<file path="src/rtl/fdsync_pkg.sv">
// Shared constants, types and helpers for the double-buffered sync register.
package fdsync_pkg;

    localparam int unsigned FDSYNC_LANE_W = 8;

    // Top-level control state carried alongside the data lanes.
    typedef struct packed {
        logic pending;
        logic ovr;
    } fdsync_state_t;

    // Bit position of the LSB of a given lane.
    function automatic int lane_lsb(input int lane, input int lane_w);
        return lane * lane_w;
    endfunction

endpackage

</file>
<file path="src/rtl/fdsync_lane.sv">
// One byte-lane slice: a staging register and the active register it feeds.
module fdsync_lane
    import fdsync_pkg::*;
#(
    parameter int unsigned       LANE_W  = FDSYNC_LANE_W,
    parameter logic [LANE_W-1:0] RST_VAL = '0
) (
    input  logic              sys_clk,
    input  logic              resetl,
    input  logic [LANE_W-1:0] d_lane,
    input  logic              be_lane,
    input  logic              ld,
    input  logic              take,
    input  logic              imm,
    output logic [LANE_W-1:0] stage_lane,
    output logic [LANE_W-1:0] act_lane
);

    logic [LANE_W-1:0] stage_d, stage_q;
    logic [LANE_W-1:0] act_d, act_q;

    // Merge the write into staging; the active copy takes the merged value on commit or immediate load.
    always_comb begin
        stage_d = stage_q;
        act_d   = act_q;
        if (ld && be_lane) begin
            stage_d = d_lane;
        end
        if (take || (imm && ld)) begin
            act_d = stage_d;
        end
    end

    // Lane registers.
    always_ff @(posedge sys_clk or negedge resetl) begin
        if (!resetl) begin
            stage_q <= RST_VAL;
            act_q   <= RST_VAL;
        end else begin
            stage_q <= stage_d;
            act_q   <= act_d;
        end
    end

    assign stage_lane = stage_q;
    assign act_lane   = act_q;

endmodule

</file>
<file path="src/rtl/fdsync_dbuf.sv">
// Double-buffered, lane-enabled load register with deferred or immediate commit.
module fdsync_dbuf
    import fdsync_pkg::*;
#(
    parameter int unsigned      WIDTH     = 32,
    parameter int unsigned      LANE_W    = FDSYNC_LANE_W,
    parameter int unsigned      LANES     = WIDTH / LANE_W,
    parameter logic [WIDTH-1:0] RESET_VAL = '0
) (
    input  logic             sys_clk,
    input  logic             resetl,
    input  logic [WIDTH-1:0] d,
    input  logic [LANES-1:0] be,
    input  logic             ld,
    input  logic             commit,
    input  logic             imm,
    input  logic             clr_ovr,
    output logic [WIDTH-1:0] q,
    output logic [WIDTH-1:0] qs,
    output logic             pending,
    output logic             ovr
);

    // Reject lane geometries that cannot tile the data word.
    if (((WIDTH % LANE_W) != 0) || (WIDTH < LANE_W)) begin : g_bad_cfg
        $fatal(1, "fdsync_dbuf: WIDTH must be a non-zero multiple of LANE_W");
    end

    fdsync_state_t st_d, st_q;
    logic          commit_take;
    logic          ovr_set;

    // Commit decode plus pending/overrun bookkeeping; set of ovr beats clear.
    always_comb begin
        st_d        = st_q;
        commit_take = commit && !imm && (st_q.pending || ld);
        ovr_set     = !imm && ld && !commit && st_q.pending;

        if (imm) begin
            if (ld) begin
                st_d.pending = 1'b0;
            end
        end else if (ld && commit) begin
            st_d.pending = 1'b0;
        end else if (ld) begin
            st_d.pending = 1'b1;
        end else if (commit) begin
            st_d.pending = 1'b0;
        end

        if (ovr_set) begin
            st_d.ovr = 1'b1;
        end else if (clr_ovr) begin
            st_d.ovr = 1'b0;
        end
    end

    // Control state register.
    always_ff @(posedge sys_clk or negedge resetl) begin
        if (!resetl) begin
            st_q <= '0;
        end else begin
            st_q <= st_d;
        end
    end

    for (genvar k = 0; k < int'(LANES); k++) begin : g_lane
        localparam int LSB = lane_lsb(k, int'(LANE_W));

        fdsync_lane #(
            .LANE_W  (LANE_W),
            .RST_VAL (RESET_VAL[LSB +: LANE_W])
        ) u_lane (
            .sys_clk    (sys_clk),
            .resetl     (resetl),
            .d_lane     (d[LSB +: LANE_W]),
            .be_lane    (be[k]),
            .ld         (ld),
            .take       (commit_take),
            .imm        (imm),
            .stage_lane (qs[LSB +: LANE_W]),
            .act_lane   (q[LSB +: LANE_W])
        );
    end

    assign pending = st_q.pending;
    assign ovr     = st_q.ovr;

endmodule

</file>
<file path="config.mk">
export PLATFORM = sky130hd
export DESIGN_NAME = fdsync_dbuf
export DESIGN_NICKNAME = d
export VERILOG_FILES = /design/src/rtl/fdsync_pkg.sv /design/src/rtl/fdsync_lane.sv /design/src/rtl/fdsync_dbuf.sv
export SDC_FILE = /design/constraint.sdc
export NUM_CORES = 1
export LEC_CHECK = 0
export ABC_AREA = 1
export BUFFER_PORTS_ARGS = -buffer_cell sky130_fd_sc_hd__buf_2
export CAP_MARGIN = 10
export CORE_ASPECT_RATIO = 1.25
export CORE_MARGIN = 2
export CORE_UTILIZATION = 50
export DETAILED_ROUTE_END_ITERATION = 8
export PLACE_DENSITY = 0.84
export SLEW_MARGIN = 15
export SYNTH_ARGS = -nofsm -noshare
export SYNTH_HDL_FRONTEND = slang
export SYNTH_HIERARCHICAL = 1
export SYNTH_SLANG_ARGS = --single-unit
export TNS_END_PERCENT = 5
</file>
<file path="constraint.sdc">
create_clock -name sys_clk -period 1.2 [get_ports sys_clk]
set_input_delay 0.18 -clock sys_clk [delete_from_list [all_inputs] [get_ports sys_clk]]
set_output_delay 0.18 -clock sys_clk [all_outputs]
set_load 0.01 [all_outputs]
</file>
# == Word level (Yosys, flattened, before mapping) ==
# Cells that the tools add are included.
# op_classes
eq_ne,1
n_mux,11
magnitude_cmp,0
multipliers,0
add_sub_neg,0
reduce_logical,18
shift,0
bitwise_logic,0
div_mod_pow,0
# ops
cell,n
two-way mux 8 bit,4
logical AND 1 bit,11
two-way mux 1 bit,7
nonzero test 3 bit,1
logical NOT 1 bit,2
logical OR 1 bit,2
inequality test 2 bit (second input constant),1
AND reduction 2 bit,1
nonzero test 2 bit,1
# word_totals
rom_bits,0
in_bits,42
reg_bits,66
memories,0
wordCells,40
latch_bits,0
ramBits,0

# == Depth between registers and ports, before layout ==
# Gate-level depths: netlist of run 1.
# logic_depth
depth_word,5
ltp_mapped,8

# == Modules after synthesis ==
# The synthesis of run 1 kept the hierarchy.
# by_module_without_submodules
module,cells_each,area_each_um2,seq_area_each_um2,n_inst
fdsync_lane,87,754.5,400.4,4
fdsync_dbuf,15,106.4,50.0,1

# == Worst setup path after synthesis of run 1 ==
# Ideal clock, no wire load.
# synth_timing
path_kind,register -> register
startpoint,register st_q (netlist bit pending)
endpoint,register g_lane[0].u_lane.act_q[0]
path_stages_with_launch,8
arrival_ns,1.004
setup_ns,0.117
setup_slack_ns,0.079
n_path_buf,0
cell_sequence,dfrtp_1 nor2_1 nor2_1 inv_1 nand2_8 inv_6 nand2_1 nand2_1
# synth_via
elab_chain_len,3
# synth_lines
element,line_no,source
start: declaration,fdsync_dbuf.sv:29,"fdsync_state_t st_d, st_q;"
start signal: assignment,fdsync_dbuf.sv:63,st_q <= st_d;
logical OR 1 bit,fdsync_dbuf.sv:36,commit_take = commit && !imm && (st_q.pending || ld);
logical AND 1 bit,fdsync_dbuf.sv:36,
net commit_take,fdsync_dbuf.sv:30,logic commit_take;
logical OR 1 bit,fdsync_lane.sv:29,if (take || (imm && ld)) begin
end signal: assignment,fdsync_lane.sv:41,act_q <= act_d;
end: declaration,fdsync_lane.sv:20,"logic [LANE_W-1:0] act_d, act_q;"
# The timed path passes the listed nets, and every way through them passes these cells.
# A chain may end at the register's enable or synchronous reset.

# == Worst setup path in the final report of run 1 ==
# layout_timing
startpoint,register st_q (netlist bit pending)
endpoint,output pending
# layout_rtl
element,line_no,source
end: declaration,fdsync_dbuf.sv:20,"output logic pending,"
# No word-level cell between the ends.

==> impl_results.md, run 1 <==
* Area growth syn-to-layout at 25.8%
* Post-synth EDFFs at 0
* Status: completed
* Multiplexer share of the synthesized area at 0%
* Commonest cells post-synth: 99 x nand2_1, 72 x inv_1, 66 x dfrtp_1, 66 x nand3_1, 32 x and2_1
* Post-CTS Setup Bufs at 0
* Die ar. at 0.00690 mm^2
* Synth Area in Simple Gates at about a third
* Unique masters post-synth at 13
* Initial DRT Pass Iterations at 4
* Final setup TNS at 0 ns
* CP max stage cell: dfrtp_1
* PortBufs at ~110
* Worst-margin pin slew at 0.344 ns
* Final Skew at 0.00592 ns
* Most common cell in the netlist: nand2_1
* FFs w/ async S/R, synth at 100%
* DR vias/cell at 4.60
* Placed Cells at about 550
* Initial DRC count at roughly 150
* DR DRC count at 0
* Sequential power share at between 40% and 50%
* Crit path DAT at 0.99 ns
* Largest family of logic cells by synthesized area: simple AND/OR/NAND/NOR gates
* Crit-path cells: buf_4 > buf_2
* Rel. slew slack at 77.1%
* Post-DRT Antenna Nets at 0
* Internal power at 3.96 mW
* Clock sink total at 66
* Critical Path Sink Type: primary output
* Antenna Cells at 0
* Synthesized netlist cell count at 363
* Combinational group share of total power at 23.5%
* Clock Latency Late Sink at 0.33 ns
* P_sw at 1.75 mW
* Fmax achieved at 858 MHz
* Largest net degree at the start of global routing at 67
* Syn avg cell area at 8.61 um^2
* CTS tree: built
* Final Hold Fails at 0
* Yosys top cell area share at 52.9%
* Primary FF master, synth: dfrtp_1
* All-layer global routing usage at 21.4%
* Gp weighted congestion at just under 0.8
* P per Cell Area at 1450 mW/mm^2
* Max VDD drop at 0.000940 V
* Layout cells sized above 1 at 30.0%
* Vert. Die Dim at 92.4 um
* Net Sw Frac at 30.6%
* Vias at 2,617
* First-pass GRT wire length at 11.4 mm
* Setup-failing EPs final at 0
* Die width at 74.7 um
* Nets at 522
* Synth Cell Area at about 0.0031 mm^2
* Total gr overflow at 0
* Syn Nets at between 400 and 500
* Vias in the first global route at about 2,500
* Clock power share at between 20 and 30%
* Warnings, synthesis at 6
* CTS Buf Count at 9
* Final slew viol count at 0
* WS Path Type: reg2out
* CP Data Required Time at 1.02 ns
* Initial antenna violation count at 0
* Crit path time final at approximately 1.2 ns
* Max-cap viol count at 0
* # H-tree levels at 3
* Post-Route WL at 6.82 mm
* CTS root buf: clkbuf_8
* Top-Level Pins at 108
* Yosys top cell by area: dfrtp_1
* Worst-path fanout max at 3
* Finished Layout Cells at 569
* Path type of the worst min-delay path: in2reg
* CTS Buffer Depth at 2
* Post-DP HPWL at roughly 4.9 mm
* Flops & latches, synth at 66
* Synth Area in Adders at 0%
* CP Buf/Inv Count at 2
* Cell family with most CP delay: flip-flops
* Core Region at 0.00613 mm^2
* Startpoint types: flop
* Clock transition at path regs at 0.07 ns
* Unrepaired setup endpoints after global routing: yes
* Synth Area in Compound Gates at 0%
* Max stage delay on crit path at 0.38 ns
* Tcrit/Tclk final at 97.2%
* Area share of xor/xnor cells in the synthesized design at 0%
* Rows at 32
* Leakage power at around 2.3 nW
* Initial Util at 51.0%
* Leading post-synthesis cells by cell area: dfrtp_1 53%, nand2_1 12%, nand3_1 11%
* Routed len/inst at 12.0 um
* Post-synthesis sequential area ratio at 52.9%
* Total power at 5.71 mW
## state kept, by name, indices dropped and copies added, names as in the netlist
name	flops
ovr	1
g_lane.u_lane/stage_lane	32
pending	1
g_lane.u_lane/act_lane	32
## placed cells by master (no fill, tap or decap)
cell type	n
and2_1	32
buf_12	1
buf_2	107
buf_4	5
clkbuf_1	1
clkbuf_8	11
clkinv_2	3
dfrtp_1	66
dlygate4sd3_1	1
inv_1	72
inv_6	4
nand2_1	99
nand2_2	1
nand2_4	8
nand2_8	4
nand3_1	66
nand4_1	1
nor2_1	1
nor2_2	1
## metal layers
layer | part of all wire [%] | track usage [%] | vias to the layer above
li1 | - | - | 1334
met1 | 43 | 28.2 | 1210
met2 | 51 | 33.8 | 69
met3 | 5.0 | 6.09 | 4
met4 | 1.2 | 7.14 | 0
met5 | 0 | 0 | -
## tightest hold or removal path, delay by kind of cell
kind,cells,cell delay [ns]
buffers and inverters,2,0.10
AND/OR/NAND/NOR,2,0.08
## per-stage QoR
stage	util, %	hold slack (ns)	instance area, um^2	worst slack [ns]
floorplan	-	-0.116	3120	0.0790
global placement	61.2	0.221	3750	-0.0210
detailed placement	61.2	0.229	3750	-0.0377
CTS	64.1	0.0652	3930	0.00360
global route	64.2	0.0863	3930	-0.0170
finish	64.2	0.0749	3930	0.0339
## cells by family (layout without fill, tap and decap cells)
family,after synthesis,after routing
flops,66,66
buf+inv,84,205
simple gates,213,213
## power groups by stage
stage | Sequential, mW | Clock (mW) | Combinational (mW)
4_1_cts | 2.75 | 1.67 | 1.36
3_3_place_gp | 2.78 | 0 | 1.32
3_5_place_dp | 2.78 | 0 | 1.35
6_report | 2.74 | 1.63 | 1.34
5_1_grt | 2.79 | 1.77 | 1.51
2_1_floorplan | 2.93 | 0 | 0.603
## worst paths after layout
kind                                              start                              to  slack, ns  cells after the start
min in group asynchronous                        resetl  g_lane[3].u_lane/stage_lane[4]       0.40                      3
max in group asynchronous                        resetl    g_lane[1].u_lane/act_lane[4]       0.52                      3
setup / recovery                                pending                         pending       0.03                      2
setup reg to reg                                pending    g_lane[0].u_lane/act_lane[2]       0.11                      7
hold / removal                                  clr_ovr                             ovr       0.07                      4
hold reg to reg            g_lane[0].u_lane/act_lane[7]    g_lane[0].u_lane/act_lane[7]       0.47                      2
## cell type report
| type | count | area (um^2) |
|---|---|---|
| repair buffers | 114 | 603 |
| inverters | 76 | 305 |
| clock inverters | 3 | 15.0 |
| fillers | 543 | 2190 |
| flip-flops and latches | 66 | 1650 |
| multi-input cells | 213 | 1090 |
| well taps | 85 | 106 |
| clock buffers | 12 | 155 |
## repair_timing
item | CTS | global route
hold buffers | 1 | 0
endpoints found under the setup margin | 0 | 33
gates resized for setup | 0 | 1
hold endpoints to repair | 66 | 0
Note: power is estimated with default switching activity, not from simulation.
==> inputs of run 2 (changes only) <==
Settings changed: CORE_UTILIZATION 50 to 48, PLACE_DENSITY 0.84 to 0.83, SYNTH_HIERARCHICAL 1 to default.
==> impl_results.md, run 2 <==
* Initial DRC count at 234
* Rows at 30
* All-layer global routing usage at 22.4%
* CTS tree: built
* Routed len/inst at about 14 um
* Antenna Cells at 0
* CTS Buf Count at 9
* Final Hold Fails at 0
* CP max stage cell: dfrtp_1
* Initial Util at 50.0%
* Layout cells sized above 1 at 34.7%
* Total power at between 5 and 6 mW
* Startpoint types: flop
* Leading post-synthesis cells by cell area: dfrtp_1 61%, nand2_1 17%, nand3_1 12%
* Post-CTS Setup Bufs at 0
* Max stage delay on crit path at 0.42 ns
* P per Cell Area at 1660 mW/mm^2
* Worst-path fanout max at 4
* Fill cells at 461
* Critical Path Sink Type: primary output
* Max VDD drop at about 0.001 V
* Rel. slew slack at 75.6%
* CTS root buf: clkbuf_8
* Post-route cell area at about 0.0035 mm^2
* Synthesized netlist cell count at 292
* Commonest cells after routing, fill and taps aside: 125 x nand2_1, 107 x buf_2, 66 x dfrtp_1
* Crit path time final at 1.09 ns
* Final Util at 64.0%
* Post-synth EDFFs at 0
* Area growth syn-to-layout at 28.1%
* Vert. Die Dim at around 88 um
* Fmax achieved at 920 MHz
* Total gr overflow at 0
* Flops & latches, synth at 66
* Syn Nets at 334
* Most common cell in the netlist: nand2_1
* WS Path Type: reg2out
* Tcrit/Tclk final at 90.6%
* Post-synthesis sequential area ratio at 60.7%
* Final Skew at 0.00900 ns
* Leading cell type in the layout, fill and taps excluded: nand2_1
* Placed Cells at between 400 and 500
* Max-cap viol count at 0
* Unrepaired setup endpoints after global routing: no
* Die width at 71.3 um
* Die ar. at around 0.0063 mm^2
* Unique masters post-synth at 13
* Vias at between 2,000 and 2,500
* Setup-failing EPs final at 0
* Warnings, synthesis at 0
* Largest net degree at the start of global routing at 67
* Final slew viol count at 0
* Cell family with most CP delay: flip-flops
* Leakage power at ~2.0 nW
* Nets at approximately 440
* Yosys top cell by area: dfrtp_1
* Commonest cells post-synth: 125 x nand2_1, 66 x dfrtp_1, 65 x nand3_1
* Clock sink total at 66
* Crit path DAT at 0.91 ns
* DR vias/cell at 5.10
* # H-tree levels at 3
* Primary FF master, synth: dfrtp_1
* Gp weighted congestion at a little under 0.8
* Post-DRT Antenna Nets at 0
* Status: completed
* Yosys top cell area share at roughly three fifths
* CTS Buffer Depth at 2
* Synth Cell Area at 0.00272 mm^2
* Syn avg cell area at 9.32 um^2
* Top-Level Pins at 108
* Initial DRT Pass Iterations at 4
* Path type of the worst min-delay path: in2reg
* Initial antenna violation count at 0
* CP Data Required Time at 1.02 ns
* Clock transition at path regs at 0.06 ns
* Finished Layout Cells at 468
* Placed Area at 0.00326 mm^2
* First-pass GRT wire length at 10.8 mm
* Core Region at 0.00544 mm^2
* Post-Route WL at 6.62 mm
* PortBufs at about 110
* FFs w/ async S/R, synth at 100%
* Worst-margin pin slew at 0.366 ns
* Vias in the first global route at roughly 2,200
* CP Buf/Inv Count at 1
* Post-DP HPWL at 4.58 mm
* Crit-path cells: buf_2
* DR DRC count at 0
* Clock Latency Late Sink at 0.33 ns
## run 2: cell count changes after synthesis, moves of 4 or more
cell	delta
inv_6	-4
nand2_2	+9
nand2_4	-6
nand2_8	-4
nand2_1	+26
inv_1	-69
and2_1	-32
## run 2: report_power, final
part | total (mW) | internal (mW) | switching (mW)
Clock | 1.89 | 1.12 | 0.778
Combinational | 1.15 | 0.456 | 0.697
Sequential | 2.72 | 2.55 | 0.178
## run 2: kinds of logic (layout without fill, tap and decap cells)
family | Yosys count | after routing | share of synthesized area (%)
compound gates | 2 | 2 | 0.368
buf+inv | 21 | 133 | 6.35
flops | 66 | 66 | 60.7
simple gates | 203 | 203 | 32.6
## run 2: repair_timing
action	CTS	global route
resized for setup	0	1
hold buffers	1	0
endpoints found under the hold margin	66	0
setup endpoints to repair	0	9
## run 2: path summary, 6_finish.rpt
kind	slack, ns	from	cells past startpoint	endpoint
setup / recovery	0.11	pending	1	pending
hold / removal	0.05	clr_ovr	2	ovr
setup reg to reg	0.15	pending	5	g_lane[0].u_lane.act_lane[2]
hold reg to reg	0.48	g_lane[3].u_lane.act_lane[3]	2	g_lane[3].u_lane.act_lane[3]
max in group asynchronous	0.53	resetl	3	ovr
min in group asynchronous	0.38	resetl	3	g_lane[0].u_lane.stage_lane[1]
## run 2: area by class of cell
class                      instances  area (um^2)  area share (%)
multi-input combinational        205          905            26.0
clock inverter                     2         35.0            1.01
inverter                           4         15.0           0.431
sequential                        66         1650            47.4
timing repair buffer             114          628            18.0
clock buffer                      13          169            4.85
tap                               64         80.1            2.30
## run 2: metal layers
metal  routed length (um)  part of all wire [%]  vias up  global-route usage [%]
met2                 3280                    50       88                    35.2
met1                 2840                    43     1138                    29.6
met3                  446                   6.7        4                    7.71
li1                     -                     -     1155                       -
met5                    0                     0        -                       0
met4                   44                  0.66        0                    7.20
## run 2: through the flow
step / hold slack (ns) / setup TNS [ns] / setup WS [ns]
floorplan: -0.116 / 0 / 0.170
global placement: 0.215 / -0.0121 / -0.0109
detailed placement: 0.223 / -0.347 / -0.0491
CTS: 0.0291 / 0 / 0.0486
global route: 0.0310 / 0 / 0.0662
finish: 0.0454 / 0 / 0.113
==> inputs of run 3 (changes only) <==
Settings changed: CORE_UTILIZATION 48 to 40, PLACE_DENSITY 0.83 to 0.72.
==> impl_results.md, run 3 (synthesis results as in run 2) <==
* Layout cells sized above 1 at 35.2%
* Crit path DAT at 0.90 ns
* Rows at 33
* CTS Buffer Depth at 2
* Crit path depth at 1
* Leakage power at slightly above 2 nW
* Placed Cells at 476
* Path type of the worst min-delay path: in2reg
* Nets at 443
* CTS tree: built
* Gp weighted congestion at ~0.8
* R2r worst-path depth at 5
* Vias at between 2,000 and 2,500
* Cell family with most CP delay: flip-flops
* CP Data Required Time at 1.02 ns
* Status: completed
* Clock transition at path regs at 0.07 ns
* Total gr overflow at 0
* Reg2reg end: g_lane[3].u_lane.act_lane[7]
* Multi-input gate area at around 900 um^2
* Critical Path Sink Type: primary output
* Initial antenna violation count at 0
* Initial DRC count at 169
* Die width at approximately 78 um
* Clock Latency Late Sink at 0.34 ns
* Initial DRT Pass Iterations at 5
* CP max stage cell: dfrtp_1
* CP endpoint: pending
* Clock sink total at 66
* Routed len/inst at 14.0 um
* Vert. Die Dim at 96.2 um
* Setup-failing EPs final at 0
* Vias in the first global route at between 2,000 and 2,500
* Core Region at 0.00657 mm^2
* CP Buf/Inv Count at 1
* Post-DRT Antenna Nets at 0
* Setup crit start: pending
* Setup ws final at 0.125 ns
* WS Path Type: reg2out
* Final setup TNS at 0 ns
* Post-Route WL at 6.92 mm
* Post-DP HPWL at 4.72 mm
* CTS root buf: clkbuf_8
* Worst reg-to-reg setup slack at 0.16 ns
* Area growth syn-to-layout at 30.0%
* PortBufs at 107
* Pre-CTS setup slack at between 0.0007 and 0.0008 ns
* Initial Util at 41.4%
* Crit-path cells: buf_2
* First-pass GRT wire length at ~11 mm
* CTS Buf Count at 9
* Hold Path Origin: clr_ovr
* Largest net degree at the start of global routing at 67
* Max stage delay on crit path at around 0.4 ns
* Antenna Cells at 0
* Rel. slew slack at 75.8%
* Unrepaired setup endpoints after global routing: no
* Seq. cell area at 0.00165 mm^2
* P per Cell Area at 1670 mW/mm^2
* All-layer global routing usage at between 10% and 20%
* Max-cap viol count at 0
* Top-Level Pins at 108
* Worst-margin pin slew at ~0.36 ns
* Leading cell type in the layout, fill and taps excluded: nand2_1
* Startpoint types: flop
* # H-tree levels at 3
* Crit path time final at 1.08 ns
* Finished Layout Cells at 493
* Critical R2R Launch: pending
* DR DRC count at 0
* Max VDD drop at 0.000807 V
* Commonest cells after routing, fill and taps aside: 125 x nand2_1, 107 x buf_2, 66 x dfrtp_1
* DR vias/cell at 4.83
* Final Skew at a little under 0.008 ns
* Fill cells at between 600 and 700
* Final slew viol count at 0
* Tcrit/Tclk final at 89.6%
* Fmax achieved at 930 MHz
* Die ar. at 0.00748 mm^2
* Final Hold Fails at 0
* Worst-path fanout max at 4
run 3: cell types whose count changed in the layout (fill, tap and decap cells not counted), sizes merged:
cell and delta:
clkbuf -4, clkinv +2, clkinvlp +2, buf +1, bufinv +1
run 3: area by class of cell:
| type | count | share of cell area (%) |
|---|---|---|
| Sequential cell | 66 | 46.7 |
| Multi-Input combinational cell | 205 | 25.6 |
| Timing Repair Buffer | 115 | 18.1 |
| Clock buffer | 9 | 3.50 |
| Tap cell | 87 | 3.08 |
| Clock inverter | 7 | 2.65 |
| Inverter | 4 | 0.424 |
run 3: repair_timing:
action,in CTS,in global routing
buffers inserted,0,0
gates resized for setup,0,2
hold endpoints to repair,66,0
setup endpoints to repair,0,21
hold buffers,1,0
run 3: routing by layer:
metal  vias to the layer above  track usage, %  part of all wire, %
met5                         -               0                    0
met4                         0            9.23                  1.7
met3                        10            4.78                  7.4
li1                       1157               -                    -
met2                        96            31.4                   49
met1                      1119            23.9                   42
run 3: power breakdown:
part           switching (mW)  internal [mW]  total [mW]
Sequential              0.183           2.54        2.73
Combinational           0.701          0.459        1.16
Clock                   0.853           1.16        2.02
run 3: worst min-delay path by stage:
stage                                        end  slack (ns)  cells past startpoint
floorplan           g_lane[0].u_lane.act_lane[0]       -0.12                      0
global placement    g_lane[1].u_lane.act_lane[1]        0.22                      2
detailed placement  g_lane[1].u_lane.act_lane[2]        0.22                      2
CTS                                          ovr        0.04                      2
global route                                 ovr        0.03                      2
finish                                       ovr        0.04                      2
run 3: per-stage QoR:
stage | utilization [%] | total power [mW] | instance area (um^2) | hold WS, ns
after floorplan | - | 3.37 | 2720 | -0.116
after global placement | 50.2 | 3.90 | 3300 | 0.218
after detailed placement | 50.2 | 3.93 | 3300 | 0.223
after CTS | 53.7 | 5.96 | 3520 | 0.0394
after global routing | 53.9 | 6.24 | 3540 | 0.0328
final | 53.9 | 5.91 | 3540 | 0.0446
